`src/rtl/program_counter.sv`:
```
// Program counter with LIFO return-address stack for CALL/RET; 1-cycle update latency.
// No backpressure: strobes act on the edge they are sampled, overflow/underflow are flagged sticky.
module program_counter #(
  parameter int          ADDR_W    = 8,
  parameter int          DEPTH     = 4,
  parameter logic [ADDR_W-1:0] RESET_VEC = 8'h00
) (
  input  logic              clock,
  input  logic              clear,
  input  logic              increment,
  input  logic              execute,
  input  logic              en_pc,
  input  logic              call,
  input  logic              ret,
  input  logic [ADDR_W-1:0] jump_addr,
  output logic [ADDR_W-1:0] pc,
  output logic              stack_empty,
  output logic              stack_full,
  output logic              stack_ovf,
  output logic              stack_unf
);

  localparam int IDX_W = $clog2(DEPTH);
  localparam int PTR_W = IDX_W + 1;

  logic [ADDR_W-1:0] stack_mem [DEPTH];
  logic [PTR_W-1:0]  sp;
  logic [PTR_W-1:0]  sp_nxt;
  logic [PTR_W-1:0]  sp_dec;
  logic [IDX_W-1:0]  top_idx;
  logic [IDX_W-1:0]  push_idx;
  logic [ADDR_W-1:0] pc_nxt;
  logic [ADDR_W-1:0] pc_inc;
  logic              ovf_nxt;
  logic              unf_nxt;
  logic              push;

  assign stack_empty = (sp == '0);
  assign stack_full  = (sp == PTR_W'(DEPTH));
  assign sp_dec      = sp - PTR_W'(1);
  assign top_idx     = sp_dec[IDX_W-1:0];
  assign push_idx    = sp[IDX_W-1:0];
  assign pc_inc      = pc + ADDR_W'(1);

  // ret outranks call, and execute outranks increment
  always_comb begin
    pc_nxt  = pc;
    sp_nxt  = sp;
    ovf_nxt = stack_ovf;
    unf_nxt = stack_unf;
    push    = 1'b0;
    if (en_pc) begin
      if (execute) begin
        if (ret) begin
          if (!stack_empty) begin
            pc_nxt = stack_mem[top_idx];
            sp_nxt = sp_dec;
          end else begin
            pc_nxt  = RESET_VEC;
            unf_nxt = 1'b1;
          end
        end else if (call) begin
          pc_nxt = jump_addr;
          if (!stack_full) begin
            push   = 1'b1;
            sp_nxt = sp + PTR_W'(1);
          end else begin
            ovf_nxt = 1'b1;
          end
        end else begin
          pc_nxt = jump_addr;
        end
      end else if (increment) begin
        pc_nxt = pc_inc;
      end
    end
  end

  always_ff @(posedge clock) begin
    if (clear) begin
      pc        <= RESET_VEC;
      sp        <= '0;
      stack_ovf <= 1'b0;
      stack_unf <= 1'b0;
    end else begin
      pc        <= pc_nxt;
      sp        <= sp_nxt;
      stack_ovf <= ovf_nxt;
      stack_unf <= unf_nxt;
    end
  end

  // Return address is pc+1: during execute pc still points at the CALL itself
  always_ff @(posedge clock) begin
    if (push && !clear) begin
      stack_mem[push_idx] <= pc_inc;
    end
  end

endmodule
```
`config.mk`:
```
export PLATFORM = sky130hd
export DESIGN_NAME = program_counter
export DESIGN_NICKNAME = d
export VERILOG_FILES = /design/src/rtl/program_counter.sv
export SDC_FILE = /design/constraint.sdc
export NUM_CORES = 1
export LEC_CHECK = 0
export CORE_ASPECT_RATIO = 1.4
export CORE_MARGIN = 2
export CORE_UTILIZATION = 59
export CTS_CLUSTER_DIAMETER = 200
export DETAILED_ROUTE_END_ITERATION = 6
export MAX_ROUTING_LAYER = met4
export PLACE_DENSITY = 0.9
export SETUP_SLACK_MARGIN = 0.15
export SLEW_MARGIN = 40
export SYNTH_ARGS = -nofsm -noshare
export SYNTH_HDL_FRONTEND = slang
export SYNTH_SLANG_ARGS = --single-unit
```
`constraint.sdc`:
```
create_clock -name clock -period 3.4 [get_ports clock]
set_clock_uncertainty 0.15 [all_clocks]
set_input_delay 0.51 -clock clock [delete_from_list [all_inputs] [get_ports clock]]
set_output_delay 0.51 -clock clock [all_outputs]
set_load 0.01 [all_outputs]
```
==> results.py, run 1 <==
metrics = {
    "outcome": {
        "outcome": "complete, no violations",
    },
    "clock_network": {
        "cts-root-buf": "clkbuf_8",
        "cts.path.max_buffers": 2,
        "cts_setup_buffers": 0,
        "clk_pin_slew_worst_paths_ns": 0.09,
        "h-tree-depth": 2,
        "ctsResizeCount": 0,
        "cts_hold_buffers": 0,
        "clock_latency_ns": 0.30,
        "clock-sinks": 45,
        "cts_buffers": 5,
        "tritoncts": "done",
    },
    "timing": {
        "layout_min_cycle_time_ns": 2.92,
        "timing.fmax_mhz": 342,
        "finalHoldViolations": 0,
        "fin_setup_tns_ns": 0,
        "rsz0062_at_grt": "no",
        "setup_viol": 0,
        "hold_ws_ns": 0.333,
        "fin_crit_sh": 0.859,
        "slew_headroom": 0.558,
        "setup_ws_ns": 0.480,
        "tightest_slew_ns": 0.663,
        "drv_slew": 0,
    },
    "place": {
        "dp.cells": 222,
        "gp_congestion": 0.774,
        "post-place-ws_ns": 0.684,
        "portBuffers": 26,
        "dp_hpwl_mm": 3.34,
    },
    "synthesis": {
        "synth.area.top_cells": "edfxtp_1 45%, dfxtp_1 12%, mux4_2 8.4%, a221oi_2 4.2%, ha_1 3.5%",
        "syn_area_per_cell_um2": 13.5,
        "async_reset_ff_frac": 0,
        "syn_inst": 160,
        "synth_top_cell_area_share": 0.446,
        "yosys.area.top_type": "edfxtp_1",
        "synth-warning-count": 0,
        "ys_seq_area_frac": 0.567,
        "ys_ff_latch": 45,
        "synthDistinctLibCells": 46,
        "yosysMostFrequentCell": "edfxtp_1",
        "ys_dominant_reg_cell": "edfxtp_1",
        "synth_common_cells": "32 x edfxtp_1, 13 x dfxtp_1, 11 x nor2_1, 8 x a21oi_1, 8 x mux4_2",
        "syn_area_um2": 2150,
        "syn_nets": 181,
        "synth_edf_count": 32,
    },
    "drt": {
        "wl_per_cell_um": 19.7,
        "postRouteWirelength_mm": 4.54,
        "via_per_inst": 6.35,
        "drt-pass1-iter-count": 7,
        "vias": 1460,
        "drt_iter0_markers": 70,
        "drc": 0,
        "drtAntennaViolNets": 0,
    },
    "final_layout": {
        "fillers": 235,
        "layoutNonFillerInstCount": 230,
        "multiInputGateArea_um2": 856,
        "areaGrowthSynthToFinish_pct": 17.3,
        "ff_latch_area_um2": 1220,
        "drive_above_1_share": 0.160,
        "fin_nets": 208,
        "num_antenna_cells": 0,
    },
    "setup_path": {
        "cp_max_fo": 13,
        "cp-end-kind": "output port",
        "r2r_cells": 6,
        "rr_endpoint": "stack_mem[3][0]",
        "arrival_ns": 2.26,
        "r2r_slack_ns": 0.72,
        "cp_slowest_cell": "dfxtp_1",
        "path_class": "reg -> out",
        "cp.required_ns": 2.74,
        "slowest_delay_ns": 0.76,
        "path_cells": "inv_1 -> ha_1 -> nand2b_1 -> inv_2 -> clkdlybuf4s50_1",
        "crit_path_start_kind": "register",
        "rr_startpoint": "sp[0]",
    },
    "worst_hold_path": {
        "hold_class": "reg -> reg",
        "min_to": "stack_ovf",
        "hold_start": "stack_ovf",
        "whs_path_depth": 2,
    },
    "run": {
        "drv_cap": 0,
    },
    "pwr": {
        "powerDensity_nw_per_um2": 437,
        "p_total_mw": 1.10,
        "leakagePower_nw": 0.877,
        "vdd_drop_max_uv": 373,
    },
    "die": {
        "design.die.area_um2": 4160,
        "die_w_um": 55.1,
        "pin_count": 27,
        "core_region_area_um2": 3580,
        "std_cell_rows": 26,
        "die_h_um": 75.5,
        "initial_core_util": 0.602,
    },
    "global_route": {
        "grt_pass1_vias": 1419,
        "grt_pass1_wl_mm": 6.83,
        "groute.usage.overall": 0.247,
        "grt_max_degree": 18,
        "antenna_found_initial": 0,
        "overflow": 0,
    },
}
[sequential cells by signal, summed over array words and instances (netlist names)]
name / cells
stack_unf: 1
stack_ovf: 1
sp: 3
pc: 8
stack_mem: 32
[worst max-delay path by stage]
stage	startpoint	endpoint	slack [ns]	cells past startpoint
CTS	sp[0]	stack_empty	0.46	5
floorplan	sp[0]	stack_mem[0][0]	1.32	7
global placement	ret	stack_mem[2][1]	0.84	4
global route	sp[0]	stack_empty	0.31	5
finish	sp[0]	stack_empty	0.48	5
detailed placement	sp[0]	stack_mem[3][1]	0.68	6
[cell usage in the layout (no fill, tap or decap), types with 2 or more instances in the layout]
master and instances:
and2_1 6, nor2_1 11, a31oi_1 3, clkdlybuf4s50_1 26
xor2_1 3, ha_1 6, nor4_1 3, clkbuf_8 5
edfxtp_1 32, a21oi_1 8, dfxtp_1 13, xnor2_1 3
nand3_1 4, inv_6 2, a221oi_2 6, inv_2 2
o21ai_1 2, mux4_2 8, nand2_1 6, o21ai_0 2
nor3_1 5, inv_1 6
[report_power, final]
group / leakage (nW) / switching [mW] / internal (mW) / total (mW)
registers: 0.400 / 0.0164 / 0.600 / 0.616
clock network: 0.0511 / 0.199 / 0.155 / 0.354
logic: 0.426 / 0.0696 / 0.0629 / 0.133
total: 0.877 / 0.285 / 0.818 / 1.10
[layout make-up]
cell class | count | area share
Inverter | 8 | 0.0119
Clock inverter | 3 | 0.0114
Clock buffer | 5 | 0.0273
Timing Repair Buffer | 27 | 0.106
Sequential cell | 45 | 0.484
Tap cell | 42 | 0.0208
Multi-Input combinational cell | 100 | 0.339
[metrics by stage]
stage,util,cell area (um2)
after floorplan,-,2150
after global placement,0.678,2430
after detailed placement,0.678,2430
after CTS,0.706,2520
after global routing,0.706,2520
final,0.706,2520
[critical path, delay by kind of cell (launching register included)]
kind                     cells  cell delay (ns)
adder cells (fa/ha/maj)      1             0.28
buffers and inverters        3             0.77
flip-flops                   1             0.76
AND/OR/NAND/NOR              1             0.14
[cell families after synthesis]
kind of cell               Yosys count  share of synthesized area
buffers and inverters               15                     0.0354
adders and majority gates            6                     0.0349
muxes                                9                     0.0883
DFF                                 45                      0.567
and+or+nand+nor                     48                      0.133
xor gates and xnor gates             6                     0.0244
AOI/OAI and AO/OA                   31                      0.117
[routing by layer]
| metal | vias to the layer above | wire length (um) | global-route usage |
|---|---|---|---|
| met5 | - | 0 | - |
| met4 | 0 | 34 | 0.0732 |
| met3 | 4 | 262 | 0.0686 |
| met2 | 61 | 2450 | 0.407 |
| met1 | 723 | 1790 | 0.292 |
| li1 | 672 | - | - |
(Power assumes the default switching activity.)
==> inputs of run 2 (changes only) <==
--- a/config.mk
+++ b/config.mk
@@ -10,8 +10,10 @@
 export CORE_UTILIZATION = 59
 export CTS_CLUSTER_DIAMETER = 200
 export DETAILED_ROUTE_END_ITERATION = 6
+export HOLD_SLACK_MARGIN = 0.03
 export MAX_ROUTING_LAYER = met4
 export PLACE_DENSITY = 0.9
+export RECOVER_POWER = 100
 export SETUP_SLACK_MARGIN = 0.15
 export SLEW_MARGIN = 40
 export SYNTH_ARGS = -nofsm -noshare
==> run 2 against run 1 <==
Compared with the run above: first-iteration DRC count rose by 7.1%; design area down 1.6%; combinational power fell by 7%; critical path depth is the same; critical path type unchanged.
==> results.py, run 2 (synthesis gave the netlist of run 1 again) <==
metrics = {
    "drt": {
        "drt_iter0_markers": 75,
        "drtAntennaViolNets": 0,
        "via_per_inst": 6.33,
        "postRouteWirelength_mm": 4.53,
        "wl_per_cell_um": 19.7,
        "drc": 0,
        "vias": 1457,
        "drt-pass1-iter-count": 4,
    },
    "setup_path": {
        "arrival_ns": 2.38,
        "rr_startpoint": "sp[0]",
        "cp_max_fo": 13,
        "path_class": "reg -> out",
        "crit_path_start_kind": "register",
        "r2r_cells": 6,
        "r2r_slack_ns": 0.57,
        "rr_endpoint": "stack_mem[3][0]",
        "cp-end-kind": "output port",
        "cp.required_ns": 2.74,
    },
    "final_layout": {
        "mostFrequentLayoutCells": "32 x edfxtp_1, 15 x clkdlybuf4s50_1, 13 x dfxtp_1",
        "top_register": "stack_mem",
        "drive_above_1_share": 0.117,
        "num_antenna_cells": 0,
        "fin_nets": 208,
        "layoutNonFillerInstCount": 230,
        "fillers": 242,
        "largest_registers": "stack_mem: 32 flops, pc: 8 flops, sp: 3 flops",
        "areaGrowthSynthToFinish_pct": 15.3,
        "layout_commonest_cell": "edfxtp_1",
        "largest_reg_flops": 32,
    },
    "global_route": {
        "grt_pass1_wl_mm": 6.83,
        "groute.usage.overall": 0.247,
        "overflow": 0,
        "grt_pass1_vias": 1419,
        "antenna_found_initial": 0,
        "grt_max_degree": 18,
    },
    "clock_network": {
        "ctsResizeCount": 0,
        "cts_hold_buffers": 0,
        "cts_setup_buffers": 0,
        "cts-root-buf": "clkbuf_8",
        "clock_latency_ns": 0.31,
        "h-tree-depth": 2,
        "cts.path.max_buffers": 2,
        "clock-sinks": 45,
        "tritoncts": "done",
        "clk_pin_slew_worst_paths_ns": 0.10,
        "cts_buffers": 5,
    },
    "worst_hold_path": {
        "whs_path_depth": 2,
        "min_to": "stack_ovf",
        "hold_class": "reg -> reg",
        "hold_start": "stack_ovf",
    },
    "die": {
        "initial_core_util": 0.602,
        "design.die.area_um2": 4160,
        "pin_count": 27,
        "die_w_um": 55.1,
        "std_cell_rows": 26,
        "core_region_area_um2": 3580,
        "die_h_um": 75.5,
    },
    "outcome": {
        "outcome": "complete, no violations",
    },
    "place": {
        "gp_congestion": 0.774,
        "dp.cells": 222,
        "dp_hpwl_mm": 3.34,
        "portBuffers": 26,
    },
    "timing": {
        "slew_headroom": 0.561,
        "timing.fmax_mhz": 329,
        "fin_setup_tns_ns": 0,
        "setup_viol": 0,
        "layout_min_cycle_time_ns": 3.04,
        "rsz0062_at_grt": "no",
        "drv_slew": 0,
        "finalHoldViolations": 0,
        "tightest_slew_ns": 0.657,
        "fin_crit_sh": 0.893,
    },
    "pwr": {
        "p_total_mw": 1.09,
        "leakagePower_nw": 0.885,
        "powerDensity_nw_per_um2": 440,
        "vdd_drop_max_uv": 370,
    },
    "run": {
        "drv_cap": 0,
    },
}
-- run 2: changes by cell type in the layout (fill, tap and decap cells not counted), sizes merged --
cell,delta
clkdlybuf4s50,-11
dlygate4sd3,+11
-- run 2: how the worst max path moves through the flow --
| stage | start | endpoint | slack (ns) | cells after the start |
|---|---|---|---|---|
| floorplan | sp[0] | stack_mem[0][0] | 1.32 | 7 |
| global placement | ret | stack_mem[2][1] | 0.84 | 4 |
| detailed placement | sp[0] | stack_mem[3][1] | 0.68 | 6 |
| CTS | sp[0] | stack_empty | 0.46 | 5 |
| global route | sp[0] | stack_full | 0.23 | 5 |
| finish | sp[0] | stack_full | 0.36 | 5 |
-- run 2: metal layers --
metal	vias up	global-route usage	wire length [um]
met5	-	-	0
met4	0	0.0732	53
met3	9	0.0686	219
met2	51	0.407	2450
met1	724	0.292	1810
li1	673	-	-
-- run 2: layout make-up --
class | count | area [um2] | share of cell area
clock buffers | 5 | 68.8 | 0.0277
flip-flops and latches | 45 | 1220 | 0.492
inverters | 8 | 30.0 | 0.0121
repair buffers | 27 | 268 | 0.108
multi-input cells | 100 | 815 | 0.328
well taps | 42 | 52.6 | 0.0212
clock inverters | 3 | 28.8 | 0.0116
-- run 2: report_power, final --
group          leakage [nW]  internal [mW]  switching [mW]  total (mW)
Combinational         0.434         0.0583          0.0657       0.124
Sequential            0.400          0.600          0.0161       0.616
Clock                0.0511          0.155           0.198       0.353
-- run 2: critical path, stage by stage (launching register included) --
cell and delay [ns]:
dfxtp_1 0.75, inv_1 0.20, ha_1 0.28, nand2_1 0.12, inv_1 0.09, dlygate4sd3_1 0.62
-- run 2: through the flow --
step                hold WS (ns)  cell area [um2]  setup slack [ns]   util
floorplan                  0.310             2150              1.32      -
global placement           0.306             2430             0.835  0.678
detailed placement         0.317             2430             0.684  0.678
CTS                        0.339             2520             0.463  0.706
global route               0.363             2480             0.227  0.694
finish                     0.327             2480             0.365  0.694
